<file path="src/rtl/mult_share_arbiter.sv">
// mult_share_arbiter: round-robin, burst-locking share of one fixed-latency multiplier among N_REQ requesters,
// with an in-order tag queue routing each result back to its originator.
module mult_share_arbiter #(
  parameter int N_REQ = 4,
  parameter int DATA_W = 64,
  parameter int TAG_DEPTH = 64,
  localparam int ID_W = $clog2(N_REQ),
  localparam int CNT_W = $clog2(TAG_DEPTH) + 1
) (
  input  logic                    clk,
  input  logic                    rst_n,
  input  logic [N_REQ-1:0]        req_valid,
  output logic [N_REQ-1:0]        req_ready,
  input  logic [N_REQ*DATA_W-1:0] req_a,
  input  logic [N_REQ*DATA_W-1:0] req_b,
  input  logic [N_REQ-1:0]        req_last,
  output logic                    mul_tvalid,
  output logic [DATA_W-1:0]       mul_a_tdata,
  output logic [DATA_W-1:0]       mul_b_tdata,
  input  logic                    mul_result_tvalid,
  input  logic [DATA_W-1:0]       mul_result_tdata,
  output logic [N_REQ-1:0]        rsp_valid,
  output logic [DATA_W-1:0]       rsp_data,
  output logic                    rsp_last,
  output logic [CNT_W-1:0]        outstanding,
  output logic                    busy,
  output logic                    err_orphan
);
  localparam int PTR_W = CNT_W - 1;
  typedef enum logic {IDLE, LOCKED} state_t;
  state_t state, state_nxt;
  logic [ID_W-1:0] rr_ptr, owner, gnt_id, fire_id;
  logic gnt_found, fire, fire_last, credit, pop;
  logic [ID_W:0] tag_mem [TAG_DEPTH];
  logic [ID_W:0] tag_rd;
  logic [PTR_W-1:0] wr_ptr, rd_ptr;
  assign credit = outstanding != CNT_W'(TAG_DEPTH);
  assign fire = |req_ready;
  assign fire_id = state == LOCKED ? owner : gnt_id;
  assign fire_last = req_last[fire_id];
  assign pop = mul_result_tvalid && outstanding != '0;
  assign tag_rd = tag_mem[rd_ptr];
  assign busy = outstanding != '0 || state == LOCKED;
  // Rotating priority: the lowest offset from rr_ptr wins, hence the descending scan.
  always_comb begin
    gnt_found = 1'b0;
    gnt_id = rr_ptr;
    for (int k = N_REQ - 1; k >= 0; k--) begin
      int j;
      j = int'(rr_ptr) + k;
      if (j >= N_REQ) j = j - N_REQ;
      if (req_valid[j]) begin
        gnt_found = 1'b1;
        gnt_id = ID_W'(j);
      end
    end
  end
  always_ff @(posedge clk) begin
    if (!rst_n) begin
      state <= IDLE;
      rr_ptr <= '0;
      owner <= '0;
    end else begin
      state <= state_nxt;
      if (fire && fire_last) rr_ptr <= fire_id == ID_W'(N_REQ - 1) ? '0 : fire_id + 1'b1;
      if (fire && !fire_last) owner <= fire_id;
    end
  end
  always_comb state_nxt = fire ? (fire_last ? IDLE : LOCKED) : state;
  always_comb begin
    req_ready = '0;
    if (credit && state == LOCKED) req_ready[owner] = req_valid[owner];
    else if (credit && gnt_found) req_ready[gnt_id] = 1'b1;
  end
  always_ff @(posedge clk) begin
    if (!rst_n) begin
      mul_tvalid <= 1'b0;
      mul_a_tdata <= '0;
      mul_b_tdata <= '0;
    end else begin
      mul_tvalid <= fire;
      if (fire) begin
        mul_a_tdata <= req_a[fire_id*DATA_W +: DATA_W];
        mul_b_tdata <= req_b[fire_id*DATA_W +: DATA_W];
      end
    end
  end
  always_ff @(posedge clk) if (fire) tag_mem[wr_ptr] <= {fire_id, fire_last};
  // A result with nothing outstanding is dropped and flagged rather than popping.
  always_ff @(posedge clk) begin
    if (!rst_n) begin
      wr_ptr <= '0;
      rd_ptr <= '0;
      outstanding <= '0;
      rsp_valid <= '0;
      rsp_data <= '0;
      rsp_last <= 1'b0;
      err_orphan <= 1'b0;
    end else begin
      if (fire) wr_ptr <= wr_ptr + 1'b1;
      if (pop) rd_ptr <= rd_ptr + 1'b1;
      outstanding <= outstanding + CNT_W'(fire) - CNT_W'(pop);
      rsp_valid <= pop ? N_REQ'(1) << tag_rd[ID_W:1] : '0;
      if (pop) begin
        rsp_data <= mul_result_tdata;
        rsp_last <= tag_rd[0];
      end
      err_orphan <= err_orphan | (mul_result_tvalid && outstanding == '0);
    end
  end
endmodule
</file>
<file path="config.mk">
export PLATFORM = sky130hd
export DESIGN_NAME = mult_share_arbiter
export DESIGN_NICKNAME = d
export VERILOG_FILES = /design/src/rtl/mult_share_arbiter.sv
export SDC_FILE = /design/constraint.sdc
export NUM_CORES = 1
export LEC_CHECK = 0
export ABC_AREA = 1
export BUFFER_PORTS_ARGS = -buffer_cell sky130_fd_sc_hd__clkbuf_2
export CAP_MARGIN = 15
export CORE_AREA = 2 2 313 315
export DETAILED_ROUTE_END_ITERATION = 6
export DIE_AREA = 0 0 315 317
export GPL_ROUTABILITY_DRIVEN = 0
export PLACE_DENSITY_LB_ADDON = 0.15
export SLEW_MARGIN = 40
export SYNTH_ARGS = -nofsm -noshare
export SYNTH_HDL_FRONTEND = slang
export SYNTH_SLANG_ARGS = --single-unit
</file>
<file path="constraint.sdc">
create_clock -name clk -period 7.6 [get_ports clk]
set_input_delay 1.52 -clock clk [delete_from_list [all_inputs] [get_ports clk]]
set_output_delay 1.52 -clock clk [all_outputs]
set_load 0.02 [all_outputs]
</file>
Word level (Yosys, flattened, before mapping)
Memories as Yosys holds them, arrays and structs flattened. A register that Yosys moved wholly into a read port is not among the register bits. Cells that the tools add are included.

Memory bits (writable): 192. Output and inout port bits: 211. Logic and storage cells: 101. Input bits: 587. Register bits after elaboration: 223. Memory bits (read-only): 0. Latch bits: 0. Memories kept: 1.

Order comparisons: 13. Reductions and logical operators: 14. Shift-type cells: 3. Bitwise gates (word level): 2. Add/subtract/negate cells: 12. Eq/ne operators: 2. Divide/modulo/power cells: 0. Multiplexer cells: 41. Multiply operators: 0.

Memory list: tag_mem (depth 64, bits a word 3, read ports 1, clocked after Yosys merged registers in 1, write ports 1, line 34) `logic [ID_W:0] tag_mem [TAG_DEPTH];`.

Operators by type and width (number): $shiftx 256x9->64 (2); $lt 32x4->1 const B (4); $mux 32 (4); $mux 1 (19); $add 6x1->6 const B (2); $bmux 1 s2 (6); $mux 2 (6); $mux 6 (2); $sub 3x3->4 const B (3); $ge 3x3->1 const B (3); $lt 2x3->1 const B (3); $logic_and 1x1->1 (8); $mux 4 (2); $add 7x1->7 (1); $logic_not 7->1 (1); $ne 7x7->1 const B (1); $reduce_bool 7->1 (1); $sub 7x1->7 (1); $add 2x2->3 const B (2); $and 4x4->4 (1); $demux 1 s2 (2); $ge 2x1->1 const B (2); $reduce_or 4->1 (1); $shl 1x2->4 const A (1); other kinds (9) (9).

Logic depth before layout (Yosys ltp)
Gate-level depths: netlist of run 1.

Word-level depth: 19. Mapped depth: 29. Mapped depth without buffers: 27.

Least setup slack after synthesis of run 1
OpenSTA, ideal clock, no wires.

Path kind: input to register. From: in req_valid[1]. To: reg outstanding[6]. Slack: 2.898 ns. Cell stages on the path: 29. Required time: 7.530 ns. Path buffers: 2. Data arrival time: 4.632 ns. Library setup time: 0.070 ns. Cell sequence: inv_1 nand2_1 nand3_1 nand2_1 clkinv_1 nand2_1 nand2_2 nand2_1 nand2_1 nand2_1 nand3_1 nand2_1 nor2_4 nand2_2 buf_6 buf_8 inv_2 ha_1 inv_1 ha_1 inv_1 fa_1 o31ai_1 inv_1 nor2_1 nor2_1 o21bai_1 o21ai_0 a21oi_1.

Word-level cells in the longest chain between the ends: 16. Elaborated cells between the ends (all ways): 34. Classes of those cells: add/sub (2); order compare (2); mux (26); bitwise (1); reduce/logical (3).

RTL lines: start: declaration (line 12) `input logic [N_REQ-1:0] req_valid,`; $bmux 1 s2 (line 52) `if (req_valid[j]) begin`; $mux 1 (not written as such) (2 in series) (line 52); $mux 2 (4 in series) (line 52); $lt 2x3->1 (not written as such) or $ge 2x1->1 (tied branches) (line 73) `else if (credit && gnt_found) req_ready[gnt_id] = 1'b1;`; $logic_and 1x1->1 (not written as such) (line 73); $mux 1 (not written as such) (line 73); $demux 1 s2 (line 73); $mux 4 (line 73); $mux 4 (*) (line 72) `if (credit && state == LOCKED) req_ready[owner] = req_valid[owner];`; named net req_ready[3] (line 13) `output logic [N_REQ-1:0] req_ready,`; $reduce_or 4->1 (*) (line 38) `assign fire = |req_ready;`; $add 7x1->7 (*) (line 102) `outstanding <= outstanding + CNT_W'(fire) - CNT_W'(pop);`; $sub 7x1->7 (*) (line 102); end signal: assignment (line 102); end: declaration (line 25) `output logic [CNT_W-1:0] outstanding,`.

The timed path passes the listed nets; every way through them passes the cells marked *. The select of a mux whose other input is x is not followed. A chain may end at the register's enable or synchronous reset.

Final worst setup path of run 1
From: in req_valid[1]. To: reg outstanding[6].

Word-level cells in the longest chain between the ends: 16. Elaborated cells between the ends (all ways): 34. Classes of those cells: add/sub (2); order compare (2); mux (26); bitwise (1); reduce/logical (3).

RTL lines (line): $bmux 1 s2 (52); $mux 1 (not written as such) (2 in series) (52); $mux 2 (4 in series) (52); $lt 2x3->1 (not written as such) or $ge 2x1->1 (tied branches) (73); $logic_and 1x1->1 (not written as such) (73); $mux 1 (not written as such) (73); $demux 1 s2 (73); $mux 4 (73); $mux 4 (*) (72); $reduce_or 4->1 (*) (38); $add 7x1->7 (*) (102); $sub 7x1->7 (*) (102).

Mark *: on every way between the ends. The rest lies on a longest branch, timed or not. The select of a mux whose other input is x is not followed.

==> results.json, run 1 <==
{
  "grt_overflow": 0,
  "tritoncts": "done",
  "startpoint_type": "input pin",
  "core_region_area_sq_mm": 0.09628,
  "placement_rows": 114,
  "setup_slack_ns": 2.785,
  "finalWirelength_um": 112800,
  "htree_depth": 2,
  "grt_start_max_net_pins": 166,
  "setup_total_negative_slack_ns": 0,
  "globalRouteTotalUtil_pct": 21.46,
  "antenna_violations_before_repair": 62,
  "drt.antenna.violating_nets": 0,
  "run_status": "finished, final reports clean",
  "critical_path.endpoint_type": "flop",
  "numCtsBuffers": 55,
  "final.period_utilization_pct": 63.35,
  "chipWidth_um": 315,
  "power_dens_cells_mw_per_mm2": 487.1,
  "static_leakage_nw": 11.58,
  "postSynthRegisterBits": 421,
  "drt-initial-drc-count": 1909,
  "route.vias.total": 21490,
  "final.hold.worst_slack_ns": 0.4796,
  "firstDrtPassIters": 6,
  "hold_class": "flop to flop",
  "vdd.ir_drop.worst_v": 0.0003762,
  "post-place-cells": 4544,
  "floorplan.initialDensity_pct": 20.96,
  "setup-violations-final": 0,
  "most-common-layout-cells": "nor2_1, clkbuf_2, o21ai_0",
  "cp.required_ns": 8.19,
  "slew_violations": 0,
  "dp_hpwl_um": 84890,
  "post_cts.repair.setup_buffers": 0,
  "postPlaceCellArea_sq_mm": 0.02523,
  "grt_pass1_vias": 20900,
  "power.total_mw": 13.19,
  "die-area_sq_mm": 0.09986,
  "clock_insertion_delay_worst_skew_ns": 0.66,
  "synthesis.instances": 2641,
  "drcViolationCount": 0,
  "final.min_clock_period_ns": 4.815,
  "ctsRootBufferMaster": "clkbuf_16",
  "cap_viol_max_count": 0,
  "achievable-frequency_mhz": 207.7,
  "path_clk_slew_ns": 0.06,
  "port_bufs": 797,
  "die-height_um": 317,
  "post_cts_hold_buffer_count": 0,
  "syn_area_per_cell_sq_um": 7.643,
  "rsz0062_at_grt": "false",
  "drt-vias-per-instance": 4.597,
  "post_drt_wl_per_cell_um": 24.14,
  "worstPathMaxFanout": 97,
  "final-hold-violation-count": 0,
  "cts_sinks": 421,
  "yosys_warnings": 0,
  "nets": 3925,
  "buffers_from_clock_root_to_sink_at_most": 3,
  "worst-setup-path-type": "input pin to flop",
  "final.setup_skew_ns": 0.06166,
  "reg2reg_setup_slack_ns": 2.98,
  "dp_worst_setup_slack_ns": 2.125,
  "top_level_ports": 798,
  "worst_margin_slew_ns": 0.9872,
  "seq_area_frac_synth_pct": 51.28,
  "synthesis_to_finish_area_growth_pct": 34.19,
  "mappedNetlistNets": 3240,
  "fin_cells": 4674,
  "netlist-cell-type-count": 38,
  "ctsResizeCount": 0,
  "final_common_cell": "nor2_1",
  "layout-drive-gt1-share_pct": 27.62,
  "final_core_utilization_pct": 28.13,
  "syn-cell-area_sq_mm": 0.02018,
  "grt_pass1_wl_um": 153100,
  "worst_ep_arrival_time_ns": 5.40,
  "layout.cell_area.non_filler_sq_mm": 0.02709,
  "maxSlewHeadroom_pct": 33.94
}
==> registers in the layout, indices dropped and copies added, names as in the netlist, named ones only <==
register,count
rd_ptr,6
mul_tvalid,1
mul_a_tdata,64
owner,2
rr_ptr,2
mul_b_tdata,64
rsp_valid,4
rsp_data,64
tag_mem,192
wr_ptr,6
rsp_last,1
err_orphan,1
outstanding,7
state,1
==> worst max-delay path, stage by stage <==
cell	delay (ns)
clkbuf_2	0.10
inv_1	0.08
nand2_1	0.07
nand3_1	0.12
nand2_1	0.08
clkinv_1	0.05
nand2_1	0.05
nand2_2	0.07
nand2_1	0.06
nand2_1	0.07
nand2_1	0.08
nand3_1	0.09
nand2_1	0.10
nor2_4	0.20
nand2_8	0.31
inv_2	0.34
ha_1	0.27
inv_1	0.05
ha_1	0.15
inv_1	0.06
fa_1	0.42
o31ai_1	0.33
inv_1	0.07
nor2_1	0.13
nor2_1	0.06
o21bai_1	0.15
o21ai_0	0.09
a21oi_1	0.14
==> cells by family (layout without fill, tap and decap cells) <==
kind of cell	after synthesis	after routing	share of synthesized area, %
AOI/OAI and AO/OA	789	789	20.18
buffers and inverters	260	990	5.412
other	0	27	0
and+or+nand+nor	1153	1153	22.09
xor gates and xnor gates	6	6	0.2604
adders and majority gates	12	12	0.7811
DFF	421	421	51.28
==> synth_stat cells, drive strengths merged <==
cell type,instances,area (sq um)
a21oi,18,90.09
a31oi,2,18.77
buf,47,292.8
clkbuf,149,559.3
clkinv,1,3.750
dfxtp,229,4584
edfxtp,192,5766
fa,1,20.02
ha,11,137.6
inv,63,236.5
nand2,108,417.9
nand3,45,225.2
nand3b,1,7.510
nand4,4,31.28
nor2,979,3690
nor3,12,60.06
nor3b,1,7.510
o211ai,11,82.58
o21ai,704,3531
o21ba,1,10.01
o21bai,1,7.510
o221ai,3,26.28
o22ai,48,300.3
o31ai,1,7.510
or2,3,18.77
xnor2,3,26.28
xor2,3,26.28
==> path summary, 6_finish.rpt <==
path / cells past startpoint / from / endpoint
worst max-delay path: 28 / req_valid[1] / outstanding[6]
worst min-delay path: 2 / rsp_data[52] / rsp_data[52]
worst max register to register: 23 / outstanding[3] / outstanding[6]
worst min register to register: 2 / rsp_data[52] / rsp_data[52]
==> final cells by class <==
class,count,area [sq um]
Fill cell,10760,69190
Sequential cell,421,10350
Multi-Input combinational cell,1960,8790
Timing Repair Buffer,824,4268
Tap cell,1276,1597
Clock buffer,78,1523
Inverter,64,250.2
Clock inverter,24,240.2
Antenna cell,27,67.56
==> per-layer routing <==
layer  part of all wire [%]  track usage [%]  up-vias
met5                  0.089           0.3314        -
met4                    3.2            9.491       14
met3                    8.8            6.143      141
met2                     44            31.47      779
met1                     44            29.15    10270
li1                       -                -    10280
==> power breakdown <==
group          leakage (nW)  internal, mW  switching (mW)  total, mW
combinational          7.08          1.91            5.36       7.27
sequential             3.64          3.11           0.242       3.35
clock                 0.860          1.47            1.10       2.57
total                  11.6          6.49            6.70       13.2
(Power assumes the default switching activity.)
==> inputs of run 2 (changes only) <==
Settings changed: ABC_AREA 1 to 0, CORE_AREA 2 2 313 315 to 2 2 310 312, DIE_AREA 0 0 315 317 to 0 0 312 314.
Clock period 7.6 ns to 4.7 ns, I/O delays scaled along.
==> run 2 against run 1 <==
Net effect: die area decreased by 1.9%; global-route usage decreased by 1.8 points; hold slack got worse by 0.025 ns; critical endpoint is now tag_mem[17][1]; total power increased by 38%.
==> results.json, run 2 <==
{
  "power.net_switching_mw": 7.874,
  "numCtsBuffers": 52,
  "power.share.sequential_pct": 31.1,
  "grt_pass1_wl_um": 138200,
  "startpoint_type": "flop",
  "antenna_violations_before_repair": 33,
  "timing.critical_path.from": "state",
  "hold_class": "flop to flop",
  "static_leakage_nw": 10.60,
  "grt_overflow": 0,
  "holdPathStages": 2,
  "cp.required_ns": 4.98,
  "yosys_warnings": 0,
  "yosys.cell_count.top_type": "dfxtp_1",
  "htree_depth": 2,
  "min-delay-start": "rsp_data[24]",
  "layout-drive-gt1-share_pct": 43.61,
  "postPlaceCellArea_sq_mm": 0.02494,
  "final.setup_skew_ns": 0.04090,
  "floorplan.initialDensity_pct": 20.89,
  "netlist_top_cells_area": "edfxtp_1, dfxtp_1, mux2i_1",
  "synth-async-reset-ratio_pct": 0,
  "vdd.ir_drop.worst_v": 0.0004594,
  "most-common-layout-cells": "clkbuf_2, dfxtp_1, edfxtp_1",
  "setup_total_negative_slack_ns": 0,
  "rsz0062_at_grt": "false",
  "die-area_sq_mm": 0.09797,
  "post_cts_hold_buffer_count": 0,
  "power.total_mw": 18.25,
  "groute.layer.met3.usage_pct": 7.062,
  "post_drt_wl_per_cell_um": 26.92,
  "worstPathMaxFanout": 55,
  "die-height_um": 314,
  "postSynthRegisterBits": 421,
  "netlist-cell-type-count": 61,
  "mappedNetlistNets": 2312,
  "path_clk_slew_ns": 0.06,
  "syn_area_per_cell_sq_um": 11.52,
  "global_routing_s_busiest_layer": "met2",
  "globalRouteTotalUtil_pct": 19.67,
  "cts_sinks": 421,
  "nets": 3037,
  "drcViolationCount": 0,
  "largest_register_ff_count": 192,
  "core_region_area_sq_mm": 0.09445,
  "synth_largest_area_cell": "edfxtp_1",
  "timing.rr.start": "state",
  "achievable-frequency_mhz": 280.9,
  "worst_margin_slew_ns": 0.8024,
  "synth_largest_type_area_fraction_pct": 29.22,
  "layout.cell_area.non_filler_sq_mm": 0.02671,
  "drt-initial-drc-count": 1397,
  "worst-setup-path-type": "flop to flop",
  "yosys-top-cells-count": "dfxtp_1, edfxtp_1, mux2i_1",
  "run_status": "finished, final reports clean",
  "fillCellCount": 10080,
  "global_route.usage.met2_pct": 31.24,
  "fin_cells": 3763,
  "final_common_cell": "clkbuf_2",
  "tritoncts": "done",
  "post_cts.repair.setup_buffers": 0,
  "drt.antenna.violating_nets": 0,
  "synthesis_to_finish_area_growth_pct": 35.38,
  "reg2reg_setup_slack_ns": 1.14,
  "clock_insertion_delay_worst_skew_ns": 0.63,
  "buffers_from_clock_root_to_sink_at_most": 3,
  "timing.rr.end": "tag_mem[17][1]",
  "power_switching_share_pct": 43.14,
  "placement_rows": 113,
  "top_level_ports": 798,
  "maxSlewHeadroom_pct": 46.51,
  "dp_hpwl_um": 79460,
  "chipWidth_um": 312,
  "synthesis.instances": 1713,
  "route.vias.total": 17940,
  "post-place-cells": 3648,
  "cap_viol_max_count": 0,
  "power_frac_clock_pct": 21.9,
  "final.period_utilization_pct": 75.75,
  "ctsResizeCount": 0,
  "dominantRegCellSynth": "dfxtp_1",
  "setup-violations-final": 0,
  "finalWirelength_um": 101300,
  "combinationalPowerShare_pct": 46.9,
  "final-hold-violation-count": 0,
  "seq_area_frac_synth_pct": 52.45,
  "firstDrtPassIters": 5,
  "power_report.internal_total_mw": 10.38,
  "grt_pass1_vias": 18240,
  "final.min_clock_period_ns": 3.560,
  "hold-path-endpoint": "rsp_data[24]",
  "drt-vias-per-instance": 4.768,
  "critical_path.endpoint_type": "flop",
  "grt_use_met1_pct": 23.75,
  "register_name_with_the_most_flops": "tag_mem",
  "slew_violations": 0,
  "r2r_cells": 7,
  "synth_enable_flop_cells": 192,
  "port_bufs": 797,
  "power_dens_cells_mw_per_mm2": 683.2,
  "syn-cell-area_sq_mm": 0.01973,
  "grt_start_max_net_pins": 183,
  "worst_ep_arrival_time_ns": 3.84,
  "ctsRootBufferMaster": "clkbuf_16"
}
[run 2: cell count changes in the layout (fill, tap and decap cells not counted), sizes merged, moves of 10 or more]
cell and change:
o21ai -701, o22ai +84, o211ai -11, a21oi +60
nand2 +55, diode -10, mux4 +22, a311oi +128
inv -41, a22oi +18, nand3 -26, nor2 -897
mux2 +131, mux2i +191
[run 2: worst max path at each step]
stage / slack (ns) / depth (start not counted) / end
global placement: 0.77 / 16 / outstanding[6]
finish: 1.14 / 7 / tag_mem[17][1]
CTS: 1.16 / 7 / tag_mem[17][1]
floorplan: 0.56 / 7 / tag_mem[0][0]
global route: 0.93 / 7 / tag_mem[17][1]
detailed placement: 0.77 / 16 / outstanding[6]
[run 2: layer usage]
layer / vias to the layer above / wire length (um)
met5: - / 472
met4: 16 / 4658
met3: 209 / 8823
met2: 770 / 46940
met1: 8863 / 40390
li1: 8084 / -
[run 2: final cells by class]
| type | instances | area [sq um] | area share (%) |
|---|---|---|---|
| clock buffer | 71 | 1448 | 5.419 |
| sequential | 421 | 10360 | 38.78 |
| clock inverter | 26 | 252.7 | 0.9461 |
| multi-input combinational | 1110 | 8546 | 31.99 |
| antenna | 17 | 42.54 | 0.1593 |
| timing repair buffer | 834 | 4399 | 16.47 |
| tap | 1265 | 1583 | 5.925 |
| inverter | 19 | 83.83 | 0.3138 |
[run 2: logic make-up after synthesis]
| logic type | Yosys count | share of synthesized area (%) |
|---|---|---|
| xor+xnor | 14 | 0.6214 |
| fa+ha+maj | 12 | 0.7990 |
| mux | 344 | 19.73 |
| simple gates | 359 | 8.396 |
| flops | 421 | 52.45 |
| buf+inv | 182 | 4.439 |
| compound gates | 381 | 13.56 |
[run 2: per-stage QoR]
stage	util [%]	hold slack, ns	setup slack (ns)
2_1_floorplan	-	0.4623	0.5603
3_3_place_gp	26.40	0.4434	0.7675
3_5_place_dp	26.40	0.4480	0.7742
4_1_cts	28.20	0.4556	1.157
5_1_grt	28.27	0.4759	0.9300
6_report	28.28	0.4542	1.140
[run 2: power groups by stage]
stage / Clock (mW) / Combinational (mW) / Sequential, mW
after floorplan: 0 / 4.94 / 6.27
after global placement: 0 / 8.45 / 5.71
after CTS: 4.16 / 8.55 / 5.66
after global routing: 4.26 / 9.16 / 5.75
final: 4.00 / 8.57 / 5.68
after detailed placement: 0 / 8.53 / 5.72
[run 2: worst max-delay path, stage by stage (launching register included)]
cell and delay [ns]:
dfxtp_1 0.51, inv_1 0.19, nor3_1 0.20, o31a_2 0.19, buf_4 0.39, buf_4 0.56, nand4b_1 0.67, nor2_1 0.47
==> inputs of run 3 (changes only) <==
Clock period 4.7 ns to 3.4 ns, I/O delays scaled along.
==> run 3 against run 2 <==
Net effect: sequential cell count unchanged; critical path depth up 1; largest cell class unchanged; cell count up 1.7%; via count up 0.67%; sequential share of layout area down 0.92 points; combinational power up 46%; clock-buffer cell count up 3.
==> results.json, run 3 (synthesis gave the netlist of run 2 again) <==
{
  "worst_margin_slew_ns": 0.7933,
  "numCtsBuffers": 51,
  "combinationalPowerShare_pct": 48.0,
  "power_report.internal_total_mw": 14.94,
  "most_common_cell_type_on_the_critical_path": "inv_1",
  "floorplan.initialDensity_pct": 20.89,
  "die-area_sq_mm": 0.09797,
  "r2r_cells": 16,
  "tritoncts": "done",
  "vdd.ir_drop.worst_v": 0.001071,
  "power_switching_share_pct": 42.48,
  "rsz0062_at_grt": "true",
  "post_cts.repair.setup_buffers": 0,
  "final.setup_skew_ns": 0.05289,
  "route.vias.total": 18060,
  "hold_class": "input pin to flop",
  "htree_depth": 2,
  "regArea_sq_mm": 0.01036,
  "setup-violations-final": 0,
  "grt_overflow": 0,
  "top_level_ports": 798,
  "worst-setup-path-type": "flop to output port",
  "grt_pass1_wl_um": 140500,
  "globalRouteTotalUtil_pct": 20.12,
  "fillCellCount": 10080,
  "startpoint_type": "flop",
  "worstPathMaxFanout": 3,
  "power_frac_clock_pct": 22.1,
  "power_dens_cells_mw_per_mm2": 949.9,
  "most-common-layout-cells": "clkbuf_2, dfxtp_1, edfxtp_1",
  "antenna_violations_before_repair": 56,
  "clock_insertion_delay_worst_skew_ns": 0.64,
  "achievable-frequency_mhz": 307.0,
  "timing.critical_path.from": "outstanding[2]",
  "crit_chain": "inv_1 -> ha_1 -> nand4_1 -> inv_1 -> nor3_1 -> nand2b_1 -> o32ai_1 -> clkbuf_2",
  "power.total_mw": 25.98,
  "multiInputGateArea_sq_mm": 0.008579,
  "drcViolationCount": 0,
  "static_leakage_nw": 10.94,
  "maxSlewHeadroom_pct": 47.04,
  "cts_sinks": 421,
  "worst_path_max_delay_cell": "dfxtp_1",
  "placement_rows": 113,
  "final.min_clock_period_ns": 3.257,
  "register_name_with_the_most_flops": "tag_mem",
  "critical_path.endpoint_type": "output port",
  "post_drt_wl_per_cell_um": 27.04,
  "grt_pass1_vias": 18390,
  "layout-drive-gt1-share_pct": 44.77,
  "timing.rr.end": "outstanding[6]",
  "maximum_single_stage_delay_on_the_critical_path_ns": 0.37,
  "port_bufs": 797,
  "setup.worst_path.end": "req_ready[2]",
  "nets": 3092,
  "final-hold-violation-count": 0,
  "largest_register_ff_count": 192,
  "run_status": "finished, final reports clean",
  "grt_start_max_net_pins": 193,
  "core_region_area_sq_mm": 0.09445,
  "drt-vias-per-instance": 4.718,
  "firstDrtPassIters": 5,
  "reg2reg_setup_slack_ns": 0.26,
  "final_common_cell": "clkbuf_2",
  "cap_viol_max_count": 0,
  "final.period_utilization_pct": 95.79,
  "timing.rr.start": "outstanding[2]",
  "dp_hpwl_um": 82060,
  "power.net_switching_mw": 11.04,
  "final.hold.worst_slack_ns": 0.2591,
  "drt-initial-drc-count": 1504,
  "finalWirelength_um": 103500,
  "chipWidth_um": 312,
  "worst_ep_arrival_time_ns": 2.58,
  "cp.required_ns": 2.72,
  "synthesis_to_finish_area_growth_pct": 38.63,
  "power.share.sequential_pct": 29.8,
  "drt.antenna.violating_nets": 0,
  "slew_violations": 0,
  "path_clk_slew_ns": 0.06,
  "ctsRootBufferMaster": "clkbuf_16",
  "buffers_from_clock_root_to_sink_at_most": 3,
  "die-height_um": 314
}
==> run 3: cell types whose count changed in the layout (fill, tap and decap cells not counted), sizes merged, moves of 3 or more <==
cell    change
clkinv      -4
buf        +56
diode      +11
clkbuf      +3
inv         -3
bufinv      +3
==> run 3: per-stage QoR <==
| stage | std cells | TNS, ns | worst slack (ns) | util, % | cell area [sq um] |
|---|---|---|---|---|---|
| after detailed placement | 3704 | -0.1639 | -0.1639 | 26.96 | 25470 |
| after CTS | 3799 | 0 | 0.1110 | 28.84 | 27240 |
| after floorplan | 1713 | 0 | 0.01422 | - | 19770 |
| after global routing | 3823 | -0.006096 | -0.006096 | 28.95 | 27340 |
| after global placement | 3704 | -0.1892 | -0.1892 | 26.96 | 25460 |
| final | 3828 | 0 | 0.1431 | 28.96 | 27350 |
==> run 3: repair_timing <==
| action | CTS | global route |
|---|---|---|
| setup endpoints to repair | 0 | 4 |
| gates resized for setup | 0 | 1 |
| hold endpoints to repair | 0 | 0 |
| hold buffers | 0 | 0 |
==> run 3: layout make-up <==
| type | instances | share of cell area, % |
|---|---|---|
| flip-flops and latches | 421 | 37.86 |
| repair buffers | 890 | 17.95 |
| diodes | 28 | 0.2562 |
| multi-input cells | 1110 | 31.36 |
| clock buffers | 74 | 5.365 |
| clock inverters | 21 | 1.116 |
| inverters | 19 | 0.2973 |
| well taps | 1265 | 5.786 |
==> run 3: worst min path at each step <==
stage                         startpoint           end  slack (ns)  cells after the start
floorplan                      rr_ptr[0]     rr_ptr[0]        0.46                      2
CTS                 mul_result_tdata[10]  rsp_data[10]        0.22                      3
detailed placement          rsp_data[22]  rsp_data[22]        0.45                      2
finish              mul_result_tdata[14]  rsp_data[14]        0.26                      3
global placement            rsp_data[44]  rsp_data[44]        0.44                      2
global route        mul_result_tdata[49]  rsp_data[49]        0.23                      3
==> run 3: worst max-delay path, delay by kind of cell, from the launching register on <==
| family | cells | cell delay (ns) |
|---|---|---|
| fa+ha+maj | 1 | 0.21 |
| flops | 1 | 0.37 |
| buf+inv | 3 | 0.49 |
| compound gates | 1 | 0.29 |
| simple gates | 3 | 0.59 |
==> run 3: power by group through the flow <==
stage,combinational (mW),clock (mW),sequential (mW)
2_1_floorplan,6.86,0,8.66
3_3_place_gp,12.4,0,7.82
3_5_place_dp,12.5,0,7.83
4_1_cts,12.5,5.92,7.75
5_1_grt,13.3,6.12,7.86
6_report,12.5,5.75,7.75
==> run 3: per-layer routing <==
metal,track usage [%],part of all wire [%],vias to the layer above
li1,-,-,8202
met1,24.10,39,8953
met2,32.92,48,729
met3,5.468,7.8,170
met4,10.70,4.9,8
met5,0,0.045,-
